**config.mk**
```make
export PLATFORM = sky130hd
export DESIGN_NAME = spi_target
export DESIGN_NICKNAME = d
export VERILOG_FILES = /design/src/rtl/spi_target.sv
export SDC_FILE = /design/constraint.sdc
export NUM_CORES = 1
export LEC_CHECK = 0
export CAP_MARGIN = 20
export CORE_MARGIN = 2
export CORE_UTILIZATION = 45
export DETAILED_ROUTE_END_ITERATION = 7
export PLACE_DENSITY_LB_ADDON = 0.1
export SKIP_LAST_GASP = 1
export SYNTH_ARGS = -nofsm -noshare
export SYNTH_HDL_FRONTEND = slang
export SYNTH_SLANG_ARGS = --single-unit
export TNS_END_PERCENT = 100
```
**constraint.sdc**
```tcl
create_clock -name clock -period 4.74 [get_ports clock]
set_clock_uncertainty 0.15 [all_clocks]
set_input_delay 0.711 -clock clock [delete_from_list [all_inputs] [get_ports clock]]
set_output_delay 0.711 -clock clock [all_outputs]
set_load 0.1 [all_outputs]
```
**src/rtl/spi_target.sv**
```systemverilog
// -----------------------------------------------------------------------------
// spi_target : byte-oriented SPI target (responder)
//
// Oversamples sclk/pico/cs in the system clock domain, deserialises pico into
// bytes and serialises a host-supplied byte onto poci, MSB first. The system
// clock must run at least 8x faster than sclk.
//
// Parameters:
//   CPOL       - sclk idle level (must match the controller)
//   CPHA       - 0: sample on leading edge, shift on trailing edge
//                1: shift on leading edge, sample on trailing edge
//   DEFAULT_TX - byte shifted out when no tx byte is loaded
//
// Ports:
//   clock    in   system clock, rising edge
//   reset    in   synchronous active-high reset
//   sclk     in   SPI clock (asynchronous)
//   pico     in   controller-out data (asynchronous)
//   cs       in   chip select, active low (asynchronous)
//   poci     out  target-out data (0 while not selected)
//   rx_data  out  last complete received byte
//   rx_valid out  rx_data holds an unacknowledged byte
//   rx_ack   in   consumes rx_data
//   tx_data  in   next byte to transmit
//   tx_load  in   write strobe for tx_data
//   tx_ready out  tx buffer empty, tx_load accepted
//   overrun  out  one-cycle pulse: byte completed while rx_valid was set
//   busy     out  synchronised cs asserted
//
// Optional feature: define SPI_TARGET_ECHO_EN to send the last received byte
// (instead of DEFAULT_TX) whenever the tx buffer is empty at a load point.
// -----------------------------------------------------------------------------
module spi_target #(
    parameter logic       CPOL       = 1'b0,
    parameter logic       CPHA       = 1'b0,
    parameter logic [7:0] DEFAULT_TX = 8'h00
) (
    input  logic       clock,
    input  logic       reset,
    input  logic       sclk,
    input  logic       pico,
    input  logic       cs,
    output logic       poci,
    output logic [7:0] rx_data,
    output logic       rx_valid,
    input  logic       rx_ack,
    input  logic [7:0] tx_data,
    input  logic       tx_load,
    output logic       tx_ready,
    output logic       overrun,
    output logic       busy
);

    // Synchroniser stages (meta -> sync) plus one delay stage for edge detect
    logic sclk_meta_q, sclk_sync_q, sclk_dly_q;
    logic pico_meta_q, pico_sync_q;
    logic cs_meta_q,   cs_sync_q,   cs_dly_q;

    logic [2:0] bit_cnt_q,  bit_cnt_d;
    logic [7:0] rx_shift_q, rx_shift_d;
    logic [7:0] rx_data_q,  rx_data_d;
    logic       rx_valid_q, rx_valid_d;
    logic       overrun_q,  overrun_d;
    logic [7:0] tx_shift_q, tx_shift_d;
    logic [7:0] tx_buf_q,   tx_buf_d;
    logic       tx_ready_q, tx_ready_d;
    logic       poci_q,     poci_d;
    logic       busy_q,     busy_d;
`ifdef SPI_TARGET_ECHO_EN
    logic       rx_seen_q,  rx_seen_d;
`endif

    logic       active_s;
    logic       cs_fall_s;
    logic       sclk_chg_s;
    logic       lead_s;
    logic       trail_s;
    logic       sample_s;
    logic       shift_s;
    logic       byte_done_s;
    logic       load_s;
    logic [7:0] fallback_s;

    assign active_s    = ~cs_sync_q;
    assign cs_fall_s   = cs_dly_q & ~cs_sync_q;
    assign sclk_chg_s  = sclk_sync_q ^ sclk_dly_q;
    assign lead_s      = active_s & sclk_chg_s & (sclk_sync_q != CPOL);
    assign trail_s     = active_s & sclk_chg_s & (sclk_sync_q == CPOL);
    assign sample_s    = (CPHA == 1'b1) ? trail_s : lead_s;
    assign shift_s     = (CPHA == 1'b1) ? lead_s  : trail_s;
    assign byte_done_s = sample_s & (bit_cnt_q == 3'd7);
    // CPHA=0 presents the MSB before the first sample edge, so it loads at cs
    // fall and at byte completion; CPHA=1 loads on the first leading edge.
    assign load_s      = (CPHA == 1'b1) ? (lead_s & (bit_cnt_q == 3'd0))
                                        : (cs_fall_s | byte_done_s);

    // Next-state logic for framing, rx/tx shifting and both handshakes
    always_comb begin
        bit_cnt_d  = bit_cnt_q;
        rx_shift_d = rx_shift_q;
        rx_data_d  = rx_data_q;
        rx_valid_d = rx_valid_q;
        overrun_d  = 1'b0;
        tx_shift_d = tx_shift_q;
        tx_buf_d   = tx_buf_q;
        tx_ready_d = tx_ready_q;
`ifdef SPI_TARGET_ECHO_EN
        rx_seen_d  = rx_seen_q;
`endif

        // Acknowledge first so that a completion in the same cycle wins
        if (rx_ack) begin
            rx_valid_d = 1'b0;
        end else begin
            rx_valid_d = rx_valid_q;
        end

        if (!active_s) begin
            // Deselected: any partial byte is dropped
            bit_cnt_d  = 3'd0;
            rx_shift_d = 8'h00;
        end else if (sample_s) begin
            rx_shift_d = {rx_shift_q[6:0], pico_sync_q};
            if (bit_cnt_q == 3'd7) begin
                bit_cnt_d  = 3'd0;
                rx_data_d  = {rx_shift_q[6:0], pico_sync_q};
                rx_valid_d = 1'b1;
                overrun_d  = rx_valid_q & ~rx_ack;
`ifdef SPI_TARGET_ECHO_EN
                rx_seen_d  = 1'b1;
`endif
            end else begin
                bit_cnt_d  = bit_cnt_q + 3'd1;
            end
        end else begin
            bit_cnt_d  = bit_cnt_q;
        end

`ifdef SPI_TARGET_ECHO_EN
        // Uses the _d values so a CPHA=0 load at byte completion echoes the
        // byte that just finished.
        fallback_s = rx_seen_d ? rx_data_d : DEFAULT_TX;
`else
        fallback_s = DEFAULT_TX;
`endif

        if (load_s) begin
            tx_shift_d = tx_ready_q ? fallback_s : tx_buf_q;
            tx_ready_d = 1'b1;
        end else if (shift_s && (bit_cnt_q != 3'd0)) begin
            tx_shift_d = {tx_shift_q[6:0], 1'b0};
        end else begin
            tx_shift_d = tx_shift_q;
        end

        // A load point in the same cycle frees the buffer for the new byte
        if (tx_load && (tx_ready_q || load_s)) begin
            tx_buf_d   = tx_data;
            tx_ready_d = 1'b0;
        end else begin
            tx_buf_d   = tx_buf_q;
        end

        // Using tx_shift_d puts a freshly loaded MSB on poci at the load edge
        poci_d = active_s ? tx_shift_d[7] : 1'b0;
        busy_d = active_s;
    end

    // State registers with synchronous reset
    always_ff @(posedge clock) begin
        if (reset) begin
            sclk_meta_q <= CPOL;
            sclk_sync_q <= CPOL;
            sclk_dly_q  <= CPOL;
            pico_meta_q <= 1'b0;
            pico_sync_q <= 1'b0;
            cs_meta_q   <= 1'b1;
            cs_sync_q   <= 1'b1;
            cs_dly_q    <= 1'b1;
            bit_cnt_q   <= 3'd0;
            rx_shift_q  <= 8'h00;
            rx_data_q   <= 8'h00;
            rx_valid_q  <= 1'b0;
            overrun_q   <= 1'b0;
            tx_shift_q  <= 8'h00;
            tx_buf_q    <= 8'h00;
            tx_ready_q  <= 1'b1;
            poci_q      <= 1'b0;
            busy_q      <= 1'b0;
`ifdef SPI_TARGET_ECHO_EN
            rx_seen_q   <= 1'b0;
`endif
        end else begin
            sclk_meta_q <= sclk;
            sclk_sync_q <= sclk_meta_q;
            sclk_dly_q  <= sclk_sync_q;
            pico_meta_q <= pico;
            pico_sync_q <= pico_meta_q;
            cs_meta_q   <= cs;
            cs_sync_q   <= cs_meta_q;
            cs_dly_q    <= cs_sync_q;
            bit_cnt_q   <= bit_cnt_d;
            rx_shift_q  <= rx_shift_d;
            rx_data_q   <= rx_data_d;
            rx_valid_q  <= rx_valid_d;
            overrun_q   <= overrun_d;
            tx_shift_q  <= tx_shift_d;
            tx_buf_q    <= tx_buf_d;
            tx_ready_q  <= tx_ready_d;
            poci_q      <= poci_d;
            busy_q      <= busy_d;
`ifdef SPI_TARGET_ECHO_EN
            rx_seen_q   <= rx_seen_d;
`endif
        end
    end

    assign poci     = poci_q;
    assign rx_data  = rx_data_q;
    assign rx_valid = rx_valid_q;
    assign tx_ready = tx_ready_q;
    assign overrun  = overrun_q;
    assign busy     = busy_q;

endmodule
```
Word-level counts from Yosys, hierarchy flattened
Index checks and enable logic that the tools add are counted.

$add $sub $neg: 1. Equal/unequal tests: 1. Mux-type cells: 10. Bitwise operators: 13. Reductions and logical operators: 9.

Operators by type and width (count): 8-bit 2-to-1 mux (3); 1-bit AND (6); 1-bit 2-to-1 mux (6); 1-bit NOT (5); 2-bit nonzero test (2); 4-bit OR reduction (1); 3-bit by 1-bit adder with 3-bit output (second input constant) (1); 3-bit equality test (second input constant) (1); 3-bit 2-to-1 mux (1); 3-bit AND reduction (1); 3-bit nonzero test (1); 1-bit logical AND (2); 2-bit OR reduction (1); 1-bit logical OR (1); 1-bit bitwise OR (1); 1-bit XOR (1).

Flip-flop bits (word level): 47. Output and inout bits: 13.

Logic depth before layout (Yosys ltp)
Depth after elaboration: 8. Depth in mapped cells: 7.

Least setup slack after synthesis
Ideal clock, no wire load.

Path type: register to register. Start: register tx_ready_q (netlist: tx_ready). End: register tx_shift_q[7]. Setup time: 0.132 ns. Data arrival time: 1.732 ns. Data required time: 4.458 ns. Setup slack: 2.726 ns. Stages on the path, launching flop included: 4. Path buffers: 0. Path through: dfxtp_1 > clkinv_1 > a21oi_1 > a211oi_1.

Longest elaborated chain between the ends: 2.

Ends and longest elaborated chain: start, declared (line 66) `logic tx_ready_q, tx_ready_d;`; start signal, assigned (line 209) `tx_ready_q <= tx_ready_d;`; 8-bit 2-to-1 mux (line 148) `tx_shift_d = tx_ready_q ? fallback_s : tx_buf_q;`; 8-bit 2-to-1 mux (line 147) `if (load_s) begin`; end signal, assigned (line 207) `tx_shift_q <= tx_shift_d;`; end, declared (line 64) `logic [7:0] tx_shift_q, tx_shift_d;`.

Every way passes these cells. A chain may end at the register's enable or synchronous reset.

Final worst setup path
Start: register tx_ready_q (netlist: tx_ready). End: output tx_ready.

RTL lines: end, declared (line 49) `output logic tx_ready,`.

No word-level cell between the ends.

==> impl_metrics.tcl <==
set metrics [dict create \
    cts.hold.buffers_added 0 \
    post_cts_buffers 0 \
    grt_pass1_wl_mm 5.28 \
    crit_chain "clkdlybuf4s50_1" \
    setup_tns_ps 0 \
    maxSlewViolCount 0 \
    drive_gt1_frac 0.0725 \
    port_buffers 27 \
    crit_slowest_cell "clkdlybuf4s50_1" \
    netlist_area_um2 1720 \
    grt_overflow_total 0 \
    nets 224 \
    clk_pin_slew_ps 80 \
    ant_nets 0 \
    drv_cap 0 \
    crit_fanout 3 \
    finalCritPeriodShare 0.572 \
    hpwl_mm 2.12 \
    cp.arrival_ps 1850 \
    dp_cells 246 \
    end_kind "output pin" \
    finalSetupViolations 0 \
    seq_area_frac_synth 0.546 \
    routedWlPerCell_um 11.8 \
    cts_max_level 2 \
    hold_viol_final 0 \
    syn_to_final_growth_pct 22.6 \
    syn_area_per_cell_um2 9.53 \
    clock_latency_ps 290 \
    grt_max_degree 36 \
    rsz0062_at_grt "no" \
    placed_cell_area_um2 2020 \
    antenna_found_initial 0 \
    avgViaCountPerCell 5.02 \
    drc_errors 0 \
    synth_cell_types 25 \
    die_area_um2 4340 \
    first_global_vias 1176 \
    critical_path.top_delay_family "buffers and inverters" \
    io_pins 28 \
    hp-class "reg -> reg" \
    fp.dieH_um 65.9 \
    yosys_warnings 0 \
    worst-path-buf-inv 1 \
    placementRows 22 \
    start_util 0.471 \
    clock-sinks 47 \
    core-area_um2 3660 \
    relSlewSlack 0.351 \
    fin_crit_ps 2710 \
    cp-start-kind "flip-flop" \
    synth_nets 199 \
    critPathKind "reg -> out" \
    status "complete, no violations" \
    finalWirelength_mm 3.02 \
    syn_inst 181 \
    grt_use_total 0.159 \
    first_iter_violations 45 \
    finalNonFillerCells 255 \
    tightestPinTransition_ps 970 \
    ir_drop_v 0.000226 \
    ys_seq_elements 47 \
    p_leak_nw 0.742 \
    vias 1279 \
    cts_buffers 5 \
    cts-root-buf "clkbuf_8" \
    max_freq_ghz 0.369 \
    p_per_area_nw_per_um2 326 \
    cts_resized 0 \
    drt_pass1_iterations 4 \
    fin_area_um2 2110 \
    place_congestion 0.764 \
    cts_tree "yes" \
    antennaDiodeCount 0 \
    worstPathRequired_ps 3880 \
    die_w_um 65.9 \
    clk_path_buf_depth 2 \
    slowest_delay_ps 1160 \
]
kinds of logic after synthesis:
| group | synth area share |
|---|---|
| compound gates | 0.130 |
| xor+xnor | 0.00508 |
| fa+ha+maj | 0.0218 |
| buf+inv | 0.0341 |
| flops | 0.546 |
| mux | 0.0871 |
| simple gates | 0.176 |
layout by cell type (no fill, tap or decap), types with 2 or more instances in the layout:
master / netlist / routed
clkbuf_8: 0 / 5
nor2_1: 9 / 9
nand2b_1: 2 / 2
a211oi_1: 8 / 8
nor2b_1: 7 / 7
mux2i_1: 15 / 15
ha_1: 3 / 3
inv_1: 3 / 3
nor3_1: 2 / 2
clkdlybuf4s50_1: 0 / 27
or2_2: 3 / 3
dfxtp_1: 47 / 47
nand2_1: 34 / 34
a21oi_1: 27 / 27
clkbuf_1: 8 / 2
registers in the layout, summed over array words and instances (netlist names), 3 cells and up:
name,flops
tx_buf_q,8
bit_cnt_q,3
rx_data,8
rx_shift_q,7
tx_shift_q,8
synth_stat cells (all sizes together):
cell	instances	area, µm²
nor3	2	10.0
clkinv	1	3.75
inv	3	11.3
nand3b	1	7.51
nor2b	7	43.8
ha	3	37.5
xnor2	1	8.76
clkbuf	8	30.0
buf	3	13.8
o31ai	1	21.3
nor4b	1	8.76
nand4bb	1	11.3
nand2	34	128
and2b	1	7.51
or2	3	18.8
a211oi	8	60.1
nand2b	2	12.5
mux2i	15	150
nor2	10	40.0
dfxtp	47	941
and4bb	1	16.3
a21oi	27	135
o211ai	1	7.51
worst register-to-register path: stages, from the launching register on:
cell and delay [ps]:
dfxtp_1 340, ha_1 210, ha_1 190, and4bb_4 270, nor2_2 520, a21oi_1 160, or2_2 290
power breakdown:
part	leakage (nW)	internal, mW	switching, mW
Combinational	0.317	0.0244	0.0274
Clock	0.0422	0.104	0.123
Sequential	0.383	0.406	0.00621
Total	0.742	0.534	0.156
layer usage:
layer | track usage | share of wire | vias to the layer above
met1 | 0.188 | 0.46 | 598
met3 | 0.0562 | 0.044 | 6
met2 | 0.261 | 0.48 | 19
met5 | 0 | 0 | -
li1 | - | - | 656
met4 | 0.0625 | 0.018 | 0
metrics by stage:
step                      hold WS [ps]  total power, mW  setup WS (ps)  utilization
after global placement             249            0.472           2350        0.553
after CTS                          269            0.700           2010        0.575
after global routing               290            0.721           1980        0.577
after floorplan                    239            0.453           2730            -
after detailed placement           249            0.474           2340        0.553
final                              267            0.690           2030        0.577
cell type report:
cell class | count | area [µm²]
timing repair buffer | 29 | 285
multi-input combinational | 119 | 731
clock buffer | 7 | 76.3
sequential | 47 | 941
clock inverter | 1 | 5.00
inverter | 4 | 15.0
fill | 346 | 1550
tap | 48 | 60.1
worst paths after layout:
| path | cells past startpoint | slack (ps) | end | startpoint |
|---|---|---|---|---|
| hold / removal | 1 | 270 | cs_sync_q$_SDFF_PP1_ | cs_meta_q$_SDFF_PP1_ |
| setup / recovery | 1 | 2030 | tx_ready | tx_ready$_SDFFE_PP1P_ |
| setup reg to reg | 6 | 2510 | tx_ready$_SDFFE_PP1P_ | bit_cnt_q[0]$_SDFFE_PP0N_ |
| hold reg to reg | 1 | 270 | cs_sync_q$_SDFF_PP1_ | cs_meta_q$_SDFF_PP1_ |
Power figures use the tool's default switching activity.
